## src/rtl/bounce_seq_ctrl.sv

```systemverilog
// bounce_seq_ctrl: command-driven sawtooth/bounce sequencer
// for a W-bit up/down counting datapath.
module bounce_seq_ctrl #(
  parameter int W = 4
) (
  input  logic         i_clk,
  input  logic         i_rst,
  input  logic         i_cmd_valid,
  input  logic [1:0]   i_cmd_op,
  input  logic [W-1:0] i_cmd_lo,
  input  logic [W-1:0] i_cmd_hi,
  input  logic [3:0]   i_cmd_rep,
  output logic [W-1:0] o_sa,
  output logic         o_busy,
  output logic         o_turn,
  output logic         o_done,
  output logic         o_err,
  output logic [3:0]   o_cyc
);

  typedef enum logic [2:0] {
    S_IDLE, S_UP, S_DOWN, S_HOLD_HI, S_HOLD_LO
  } state_t;

  localparam logic [1:0]   OP_STOP = 2'b00;
  localparam logic [1:0]   OP_DN   = 2'b10;
  localparam logic [1:0]   OP_BNC  = 2'b11;
  localparam logic [W-1:0] ONE     = W'(1);

  state_t       r_state;
  logic         r_bnc;
  logic [W-1:0] r_lo;
  logic [W-1:0] r_hi;
  logic [3:0]   r_rep;
  logic [W-1:0] r_sa;
  logic [3:0]   r_cyc;
  logic         r_busy;
  logic         r_turn;
  logic         r_done;
  logic         r_err;

  state_t       w_state_nxt;
  logic [W-1:0] w_sa_nxt;
  logic [3:0]   w_cyc_nxt;
  logic         w_busy_nxt;
  logic         w_turn_nxt;
  logic         w_done_nxt;
  logic         w_err_nxt;

  logic         w_stop;
  logic         w_run;
  logic         w_start;
  logic         w_rej;
  logic         w_at_hi;
  logic         w_at_lo;
  logic         w_turn;
  logic         w_period;
  logic         w_last;
  logic [4:0]   w_cyc_inc;
  logic [3:0]   w_cyc_sat;

  assign w_stop  = i_cmd_valid && (i_cmd_op == OP_STOP);
  assign w_run   = i_cmd_valid && (i_cmd_op != OP_STOP);
  assign w_start = w_run && (r_state == S_IDLE)
                && (i_cmd_lo < i_cmd_hi);
  assign w_rej   = w_run && !w_start;

  assign w_at_hi = (r_sa == r_hi);
  assign w_at_lo = (r_sa == r_lo);

  // Every turn happens at UP@hi or DOWN@lo; a period ends on
  // each wrap and on each bounce entry into HOLD_LO.
  assign w_turn   = ((r_state == S_UP) && w_at_hi)
                 || ((r_state == S_DOWN) && w_at_lo);
  assign w_period = ((r_state == S_UP) && w_at_hi && !r_bnc)
                 || ((r_state == S_DOWN) && w_at_lo);

  assign w_cyc_inc = {1'b0, r_cyc} + 5'd1;
  assign w_cyc_sat = (r_cyc == 4'hF) ? 4'hF : w_cyc_inc[3:0];
  assign w_last    = w_period && (r_rep != 4'd0)
                  && (w_cyc_inc == {1'b0, r_rep});

  always_ff @(posedge i_clk or posedge i_rst) begin
    if (i_rst) begin
      r_state <= S_IDLE;
      r_bnc   <= 1'b0;
      r_lo    <= '0;
      r_hi    <= '0;
      r_rep   <= '0;
      r_sa    <= '0;
      r_cyc   <= '0;
      r_busy  <= 1'b0;
      r_turn  <= 1'b0;
      r_done  <= 1'b0;
      r_err   <= 1'b0;
    end else begin
      r_state <= w_state_nxt;
      r_sa    <= w_sa_nxt;
      r_cyc   <= w_cyc_nxt;
      r_busy  <= w_busy_nxt;
      r_turn  <= w_turn_nxt;
      r_done  <= w_done_nxt;
      r_err   <= w_err_nxt;
      if (w_start) begin
        r_bnc <= (i_cmd_op == OP_BNC);
        r_lo  <= i_cmd_lo;
        r_hi  <= i_cmd_hi;
        r_rep <= i_cmd_rep;
      end
    end
  end

  always_comb begin
    w_state_nxt = r_state;
    if (w_stop) begin
      w_state_nxt = S_IDLE;
    end else if (w_start) begin
      w_state_nxt = (i_cmd_op == OP_DN) ? S_DOWN : S_UP;
    end else begin
      unique case (r_state)
        S_UP: begin
          if (w_at_hi)
            w_state_nxt = r_bnc ? S_HOLD_HI
                        : (w_last ? S_IDLE : S_UP);
        end
        S_DOWN: begin
          if (w_at_lo)
            w_state_nxt = w_last ? S_IDLE
                        : (r_bnc ? S_HOLD_LO : S_DOWN);
        end
        S_HOLD_HI: w_state_nxt = S_DOWN;
        S_HOLD_LO: w_state_nxt = S_UP;
        default:   w_state_nxt = S_IDLE;
      endcase
    end
  end

  always_comb begin
    w_sa_nxt   = r_sa;
    w_cyc_nxt  = r_cyc;
    w_busy_nxt = r_busy;
    w_turn_nxt = 1'b0;
    w_done_nxt = 1'b0;
    w_err_nxt  = w_rej;
    if (w_stop) begin
      w_busy_nxt = 1'b0;
    end else if (w_start) begin
      w_sa_nxt   = (i_cmd_op == OP_DN) ? i_cmd_hi : i_cmd_lo;
      w_cyc_nxt  = 4'd0;
      w_busy_nxt = 1'b1;
    end else begin
      unique case (r_state)
        S_UP:
          w_sa_nxt = w_at_hi ? (r_bnc ? r_sa : r_lo)
                   : r_sa + ONE;
        S_DOWN:
          w_sa_nxt = w_at_lo ? (r_bnc ? r_sa : r_hi)
                   : r_sa - ONE;
        S_HOLD_HI: w_sa_nxt = r_sa - ONE;
        S_HOLD_LO: w_sa_nxt = r_sa + ONE;
        default:   w_sa_nxt = r_sa;
      endcase
      w_turn_nxt = w_turn;
      if (w_period)
        w_cyc_nxt = w_cyc_sat;
      if (w_last) begin
        w_done_nxt = 1'b1;
        w_busy_nxt = 1'b0;
      end
    end
  end

  assign o_sa   = r_sa;
  assign o_busy = r_busy;
  assign o_turn = r_turn;
  assign o_done = r_done;
  assign o_err  = r_err;
  assign o_cyc  = r_cyc;

endmodule
```

## config.mk

```make
export PLATFORM = sky130hd
export DESIGN_NAME = bounce_seq_ctrl
export DESIGN_NICKNAME = d
export VERILOG_FILES = /design/src/rtl/bounce_seq_ctrl.sv
export SDC_FILE = /design/constraint.sdc
export NUM_CORES = 1
export LEC_CHECK = 0
export ABC_AREA = 1
export CORE_AREA = 2 2 74 58
export CTS_CLUSTER_SIZE = 14
export DETAILED_ROUTE_END_ITERATION = 10
export DIE_AREA = 0 0 76 60
export PLACE_DENSITY_LB_ADDON = 0.05
export SYNTH_ARGS = -nofsm -noshare
export SYNTH_HDL_FRONTEND = slang
export SYNTH_SLANG_ARGS = --single-unit
```

## constraint.sdc

```tcl
create_clock -name i_clk -period 1.8 [get_ports i_clk]
set_input_delay 0.27 -clock i_clk [delete_from_list [all_inputs] [get_ports i_clk]]
set_output_delay 0.27 -clock i_clk [all_outputs]
set_load 0.05 [all_outputs]
```

# After elaboration in Yosys (flattened, before gate mapping)

Cells that the tools add are included.

Bitwise logic cells: 1
$add $sub $neg: 3
Muxes and demuxes: 28
Reduce and logical (&&, ||, !) cells: 24
Equal/unequal tests: 14
Order comparisons: 1

Operators by type and width:

| cell                  | number |
|---|---|
| $mux W4               | 9 |
| $mux W3               | 6 |
| $ne A4 B4 Y1 const B  | 4 |
| $pmux W4 S4           | 1 |
| $pmux W3 S4           | 1 |
| $logic_and A1 B1 Y1   | 10 |
| $mux W1               | 9 |
| $eq A4 B4 Y1          | 2 |
| $eq A3 B2 Y1 const B  | 2 |
| $add A4 B1 Y5 const B | 1 |
| $eq A5 B4 Y1          | 1 |
| $reduce_bool A5 Y1    | 1 |
| $add A4 B1 Y4 const B | 1 |
| $eq A2 B2 Y1 const B  | 2 |
| $eq A4 B4 Y1 const B  | 1 |
| $lt A4 B4 Y1          | 1 |
| $mux W2               | 2 |
| $reduce_and A2 Y1     | 2 |
| $reduce_and A4 Y1     | 1 |
| $reduce_bool A2 Y1    | 2 |
| $reduce_bool A4 Y1    | 1 |
| $sub A4 B1 Y4 const B | 1 |
| $eq A3 B1 Y1 const B  | 1 |
| $eq A3 B3 Y1 const B  | 1 |
| other kinds (6)       | 8 |

Input bits: 17
Output and inout port bits: 12
Register bits after elaboration: 28

# Depth between registers and ports, before layout

Gate-level depths: netlist of the first run.

Depth in word-level cells: 12
Mapped depth: 14
Mapped depth without buffers: 13

# Least setup slack after synthesis of the first run

No wires, ideal clock.

Kind: reg2reg
Start: register r_sa[2], in the netlist o_sa[2]
End: register r_state[1]
Clock period less this slack: 1833 ps
Setup slack: -33 ps
Stages on the path, launching flop included: 13
Library setup time: 117 ps
Arrival: 1715 ps
Path through: dfrtp_1 -> buf_4 -> inv_2 -> nand2_1 -> nand2_1 -> nor2_2 -> nand3_2 -> nand2_1 -> nand2_1 -> nand2_1 -> nand3_1 -> nand2_1 -> nand2_1

Longest elaborated chain between the ends: 11

RTL lines:

| what                             | line | RTL |
|---|---|---|
| from (decl)                      | 35   | `logic [W-1:0] r_sa;` |
| from (signal assigned)           | 98   | `r_sa <= w_sa_nxt;` |
| $eq A4 B4 Y1                     | 68   | `assign w_at_hi = (r_sa == r_hi);` |
| $logic_and A1 B1 Y1 (2 in a row) | 75   | `assign w_period = ((r_state == S_UP) && w_at_hi && !r_bnc)` |
| $logic_or A1 B1 Y1               | 76   | `\|\| ((r_state == S_DOWN) && w_at_lo);` |
| $logic_and A1 B1 Y1              | 80   | `assign w_last = w_period && (r_rep != 4'd0)` |
| $logic_and A1 B1 Y1              | 81   | `&& (w_cyc_inc == {1'b0, r_rep});` |
| $mux W3                          | 128  | `w_state_nxt = w_last ? S_IDLE` |
| $mux W3                          | 127  | `if (w_at_lo)` |
| $pmux W3 S4                      | 120  | `unique case (r_state)` |
| $mux W3                          | 117  | `end else if (w_start) begin` |
| $mux W3                          | 115  | `if (w_stop) begin` |
| to (signal assigned)             | 97   | `r_state <= w_state_nxt;` |
| to (decl)                        | 30   | `state_t r_state;` |

Several ways; a longest one is shown, not always the timed one. The select of a mux whose other input is x is not followed.
A chain may end at the register's enable or synchronous reset.

# Worst setup path in the final report of the first run

Start: input port i_cmd_lo[2]
End: register r_state[2]

Longest elaborated chain between the ends: 4

RTL lines:

| what                                                          | line | RTL |
|---|---|---|
| from (decl)                                                   | 10   | `input logic [W-1:0] i_cmd_lo,` |
| $lt A4 B4 Y1 (*)                                              | 65   | `&& (i_cmd_lo < i_cmd_hi);` |
| $logic_and A1 B1 Y1 (*)                                       | 65   |  |
| $ne A4 B4 Y1 (no source line) or $mux W3 (tied branches)      | --   |  |
| $reduce_and A2 Y1 (no source line) or $mux W3 (tied branches) | --   |  |

Mark *: on every way between the ends. The rest lies on a longest branch, timed or not.

==> results of run 1 <==
[metal layers]
layer | wire (um) | up-vias | global-route usage
li1 | - | 1060 | -
met1 | 2440 | 932 | 0.340
met3 | 287 | 4 | 0.0498
met5 | 0 | - | 0
met4 | 38 | 0 | 0.0468
met2 | 2160 | 53 | 0.341
[path summary, 6_finish.rpt]
path                              endpoint  cells past startpoint
worst min register to register      o_busy                      2
worst max register to register     o_sa[1]                     11
max in group asynchronous          o_sa[3]                      3
min in group i_clk                 r_lo[1]                      4
worst max-delay path            r_state[2]                      9
worst min-delay path              r_rep[2]                      3
[state kept, by name, summed over array words and instances, names as in the netlist]
signal	flops
r_state	3
r_rep	4
r_hi	4
r_lo	4
o_cyc	4
o_sa	4
o_done	1
o_turn	1
r_bnc	1
o_err	1
o_busy	1
[cell families (layout without fill, tap and decap cells)]
| kind of cell | Yosys count | after routing | share of synthesized area |
|---|---|---|---|
| buf+inv | 56 | 116 | 0.108 |
| flops | 28 | 28 | 0.348 |
| xor+xnor | 4 | 4 | 0.0174 |
| compound gates | 35 | 35 | 0.106 |
| fa+ha+maj | 6 | 6 | 0.0373 |
| simple gates | 169 | 169 | 0.383 |
[synth_stat cells]
library cell    n  area share
nand2_1       107        0.20
inv_1          39       0.073
nand3_1        30       0.075
dfrtp_1        28        0.35
o21ai_0        18       0.045
inv_2          13       0.024
nor2_1         10       0.019
nand4_1         7       0.022
a21oi_1         6       0.015
ha_1            6       0.037
nand2_2         4       0.012
nor2_4          4       0.022
buf_2           3      0.0075
o21ai_1         3      0.0075
o211ai_1        2      0.0075
xnor2_1         2      0.0087
xor2_1          2      0.0087
a21boi_0        1      0.0037
a21oi_4         1      0.0081
a31oi_1         1      0.0031
buf_4           1      0.0037
nand2_4         1      0.0056
nand3_2         1      0.0050
nor2_2          1      0.0031
nor3_2          1      0.0050
nor3_4          1      0.0081
nor4_1          1      0.0031
o21ai_4         1      0.0081
o22a_1          1      0.0044
o31ai_1         1      0.0037
or2_2           1      0.0031
[cell type report]
class,instances,area [um^2]
clock buffers,3,41.3
multi-input cells,214,1150
inverters,52,198
repair buffers,60,514
fillers,331,1170
flip-flops and latches,28,706
clock inverters,1,30.0
well taps,55,68.8
[critical path, stage by stage]
cell and delay, ns:
clkdlybuf4s50_1 0.42, ha_1 0.28, nand2_1 0.04, inv_1 0.06
nand2_2 0.06, nand3_4 0.14, nand2_2 0.08, buf_4 0.15
nor4_1 0.33
[per-stage QoR]
step / instance area [um^2] / total power, mW
after floorplan: 2010 / 3.08
final: 2710 / 4.52
after global routing: 2710 / 4.94
after global placement: 2540 / 3.86
after CTS: 2620 / 4.38
after detailed placement: 2540 / 3.88
[power breakdown]
part | internal, mW | switching, mW
registers | 0.882 | 0.236
logic | 1.08 | 1.83
clock network | 0.298 | 0.191
[repair_timing]
item	CTS	global route
setup buffers	0	2
pin swaps	0	10
cloned	0	0
resized for setup	1	30
setup endpoints to repair	5	11
==> results.json, run 1 <==
{
  "drt-total-wl_um": 4920,
  "hold_violations": 0,
  "drive_gt1_frac": 0.265,
  "initial_core_util": 0.518,
  "hold_ws_ns": 0.342,
  "wire_per_inst_um": 11.9,
  "cts_tree": "done",
  "reg2reg_from": "r_state[2]",
  "drc_errors": 0,
  "r2r_slack_ns": 0.14,
  "endpoint_kind": "register",
  "crit_type": "input port to register",
  "drv_cap": 0,
  "p_leak_nw": 1.47,
  "hp-class": "input port to async pin",
  "fin_util": 0.699,
  "first_pass_iters": 4,
  "powerDensity_nw_per_um2": 1670,
  "fin_tns_setup_ns": 0,
  "fin_crit_ns": 1.68,
  "final-setup-viol-count": 0,
  "drt-initial-drc-count": 146,
  "io_pins": 29,
  "clock_latency_ns": 0.27,
  "fin_ws_ns": 0.119,
  "fin_cells": 413,
  "area_growth_pct": 34.9,
  "via_per_inst": 4.96,
  "track_usage": 0.227,
  "dp_hpwl_um": 3910,
  "dp.cells": 407,
  "status": "complete, no violations",
  "cts-htree-levels": 1,
  "syn_nets": 321,
  "cts_sinks": 28,
  "diodes": 0,
  "ant_nets": 0,
  "synth_area_um2": 2010,
  "synth_cell_types": 31,
  "rows": 20,
  "overflow": 0,
  "pre_cts_ws_ns": -0.322,
  "critPathMaxFanout": 6,
  "tightest_slew_ns": 0.490,
  "yosysWarnings": 0,
  "ctsLongestPathBuffers": 2,
  "layout_commonest_cell": "nand2_1",
  "cts-root-buf": "clkbuf_8",
  "rsz0062_at_grt": "false",
  "ir_worst_vdd_v": 0.000669,
  "synthCells": 298,
  "dr_total_vias": 2049,
  "drv_slew": 0,
  "ys_ff_latch": 28,
  "maxSlewHeadroom": 0.672,
  "die_w_um": 76,
  "worstSetupStartpointType": "input port",
  "nets": 382,
  "ys_seq_area_frac": 0.348,
  "antenna_found_initial": 0,
  "numCtsBuffers": 3,
  "cp-startpoint": "i_cmd_lo[2]",
  "final.period_utilization": 0.934,
  "finClkSkew_ns": 0.00590,
  "synth.avg_cell_area_um2": 6.75,
  "grt_max_degree": 29,
  "die-area_um2": 4560,
  "grt_pass1_vias": 1784,
  "mostFrequentLayoutCells": "nand2_1 (100), buf_4 (40), inv_1 (35)",
  "gp_congestion": 0.870,
  "port_buffers": 28,
  "cts-hold-fix-buffers": 0,
  "fp.dieH_um": 60,
  "clock.fmax_ghz": 0.595,
  "core-area_um2": 3880,
  "grt_pass1_wl_um": 8200,
  "crit_arrival_ns": 1.84,
  "cp.required_ns": 1.96,
  "path_clk_slew_ns": 0.09
}
(Power assumes the default switching activity.)
==> run 2: changes to the inputs <==
--- a/config.mk
+++ b/config.mk
@@ -11,6 +11,7 @@
 export DETAILED_ROUTE_END_ITERATION = 10
 export DIE_AREA = 0 0 76 60
 export PLACE_DENSITY_LB_ADDON = 0.05
+export SETUP_SLACK_MARGIN = 0.02
 export SYNTH_ARGS = -nofsm -noshare
 export SYNTH_HDL_FRONTEND = slang
 export SYNTH_SLANG_ARGS = --single-unit
==> run 2 against run 1 <==
- non-clock buffer count is 1 higher
- clock-buffer cell count grew 1
- final area grew 0.92%
- cell count is 0.24% higher
- routed wire length is 4.0% higher
- die area did not move
- first-iteration DRC count decreased by 7.5%
- via count decreased by 0.20%
==> results.json, run 2 (synthesis gave the netlist of run 1 again) <==
{
  "path_cells": "clkdlybuf4s50_1",
  "final.period_utilization": 0.932,
  "nets": 383,
  "status": "complete, no violations",
  "finClkSkew_ns": 0.00377,
  "grt_pass1_wl_um": 8350,
  "wire_per_inst_um": 12.4,
  "gp_congestion": 0.919,
  "cpPeakStageDelay_ns": 0.79,
  "crit_arrival_ns": 1.41,
  "fin_ws_ns": 0.122,
  "endpoint_kind": "output port",
  "clock_latency_ns": 0.28,
  "numCtsBuffers": 3,
  "r2r-end": "o_turn",
  "layout_commonest_cell": "nand2_1",
  "crit_type": "register to output port",
  "critPathMaxFanout": 1,
  "cts_sinks": 28,
  "rsz0062_at_grt": "false",
  "critPathSlowestCell": "clkdlybuf4s50_1",
  "drt-total-wl_um": 5120,
  "track_usage": 0.233,
  "ctsLongestPathBuffers": 2,
  "drv_slew": 0,
  "reg2reg_from": "r_hi[0]",
  "worstSetupStartpointType": "register",
  "p_leak_nw": 1.49,
  "cp.buffers_inverters": 1,
  "power_mw": 4.50,
  "final-setup-viol-count": 0,
  "overflow": 0,
  "maxSlewHeadroom": 0.670,
  "grt_max_degree": 29,
  "cts-htree-levels": 1,
  "path_clk_slew_ns": 0.10,
  "antenna_found_initial": 0,
  "port_buffers": 28,
  "cts_tree": "done",
  "hold_violations": 0,
  "cp.required_ns": 1.53,
  "cp_top_family": "buffers and inverters",
  "fin_crit_ns": 1.68,
  "pre_cts_ws_ns": -0.303,
  "ff2ff_path_depth": 10,
  "via_per_inst": 4.94,
  "die-area_um2": 4560,
  "rows": 20,
  "drv_cap": 0,
  "fp.dieH_um": 60,
  "dp_hpwl_um": 3950,
  "drive_gt1_frac": 0.270,
  "drt-initial-drc-count": 135,
  "cts-hold-fix-buffers": 0,
  "grt_pass1_vias": 1824,
  "io_pins": 29,
  "hp-class": "input port to async pin",
  "core-area_um2": 3880,
  "area_growth_pct": 36.2,
  "initial_core_util": 0.518,
  "die_w_um": 76,
  "mostFrequentLayoutCells": "nand2_1 (100), buf_4 (39), inv_1 (36)",
  "ant_nets": 0,
  "clock.fmax_ghz": 0.596,
  "diodes": 0,
  "cts-root-buf": "clkbuf_8",
  "r2r_slack_ns": 0.16,
  "drc_errors": 0,
  "dr_total_vias": 2045,
  "first_pass_iters": 4,
  "ir_worst_vdd_v": 0.000742,
  "tightest_slew_ns": 0.494,
  "powerDensity_nw_per_um2": 1640
}
## run 2: power by group
group	internal (mW)	switching (mW)	total [mW]	leakage [nW]
combinational	1.14	1.83	2.97	1.11
sequential	0.883	0.246	1.13	0.351
clock	0.196	0.209	0.405	0.0288
total	2.22	2.29	4.50	1.49
## run 2: worst max-delay path by stage
stage,from,depth (start not counted),to
5_1_grt,r_state[0],11,o_sa[0]
2_1_floorplan,o_cyc[1],11,r_state[1]
4_1_cts,i_cmd_hi[1],14,o_sa[0]
3_5_place_dp,i_cmd_hi[1],14,o_sa[3]
3_3_place_gp,i_cmd_hi[1],14,o_sa[0]
6_report,o_err,1,o_err
## run 2: metal layers
layer,vias up,part of all wire,wire (um),GRT usage
met1,930,0.50,2580,0.340
met2,50,0.44,2250,0.378
met4,0,0.0055,28,0.0494
li1,1061,-,-,-
met3,4,0.050,257,0.0302
met5,-,0,0,0
## run 2: final cells by class
cell class | instances | area [um^2]
Timing Repair Buffer | 61 | 544
Tap cell | 55 | 68.8
Inverter | 52 | 195
Sequential cell | 28 | 707
Fill cell | 344 | 1140
Multi-Input combinational cell | 214 | 1170
Clock buffer | 4 | 55.1
## run 2: per-stage QoR
| step | utilization | TNS (ns) | cell area [um^2] | hold slack [ns] | std cells |
|---|---|---|---|---|---|
| detailed placement | 0.653 | -4.81 | 2530 | 0.503 | 404 |
| finish | 0.706 | 0 | 2740 | 0.344 | 414 |
| global route | 0.706 | 0 | 2740 | 0.381 | 414 |
| CTS | 0.669 | 0 | 2590 | 0.360 | 408 |
| floorplan | - | 0 | 2010 | 0.335 | 298 |
| global placement | 0.653 | -4.49 | 2530 | 0.493 | 404 |
## run 2: what timing repair did
| action | 4_1_cts | 5_1_grt |
|---|---|---|
| setup buffers | 0 | 6 |
| endpoints found under the setup margin | 4 | 22 |
| hold endpoints to repair | 0 | 0 |
| pin swaps | 0 | 11 |
| cloned | 0 | 0 |
| resized for setup | 2 | 31 |
## run 2: worst reg2reg max path, stage by stage, from the launching register on
cell and delay, ns:
dfrtp_1 0.47, inv_1 0.06, nand2_1 0.07, nand2_2 0.07, nor2_4 0.20, nand2_4 0.11
o21ai_4 0.18, inv_2 0.06, nor2_4 0.14, buf_4 0.13, buf_4 0.09
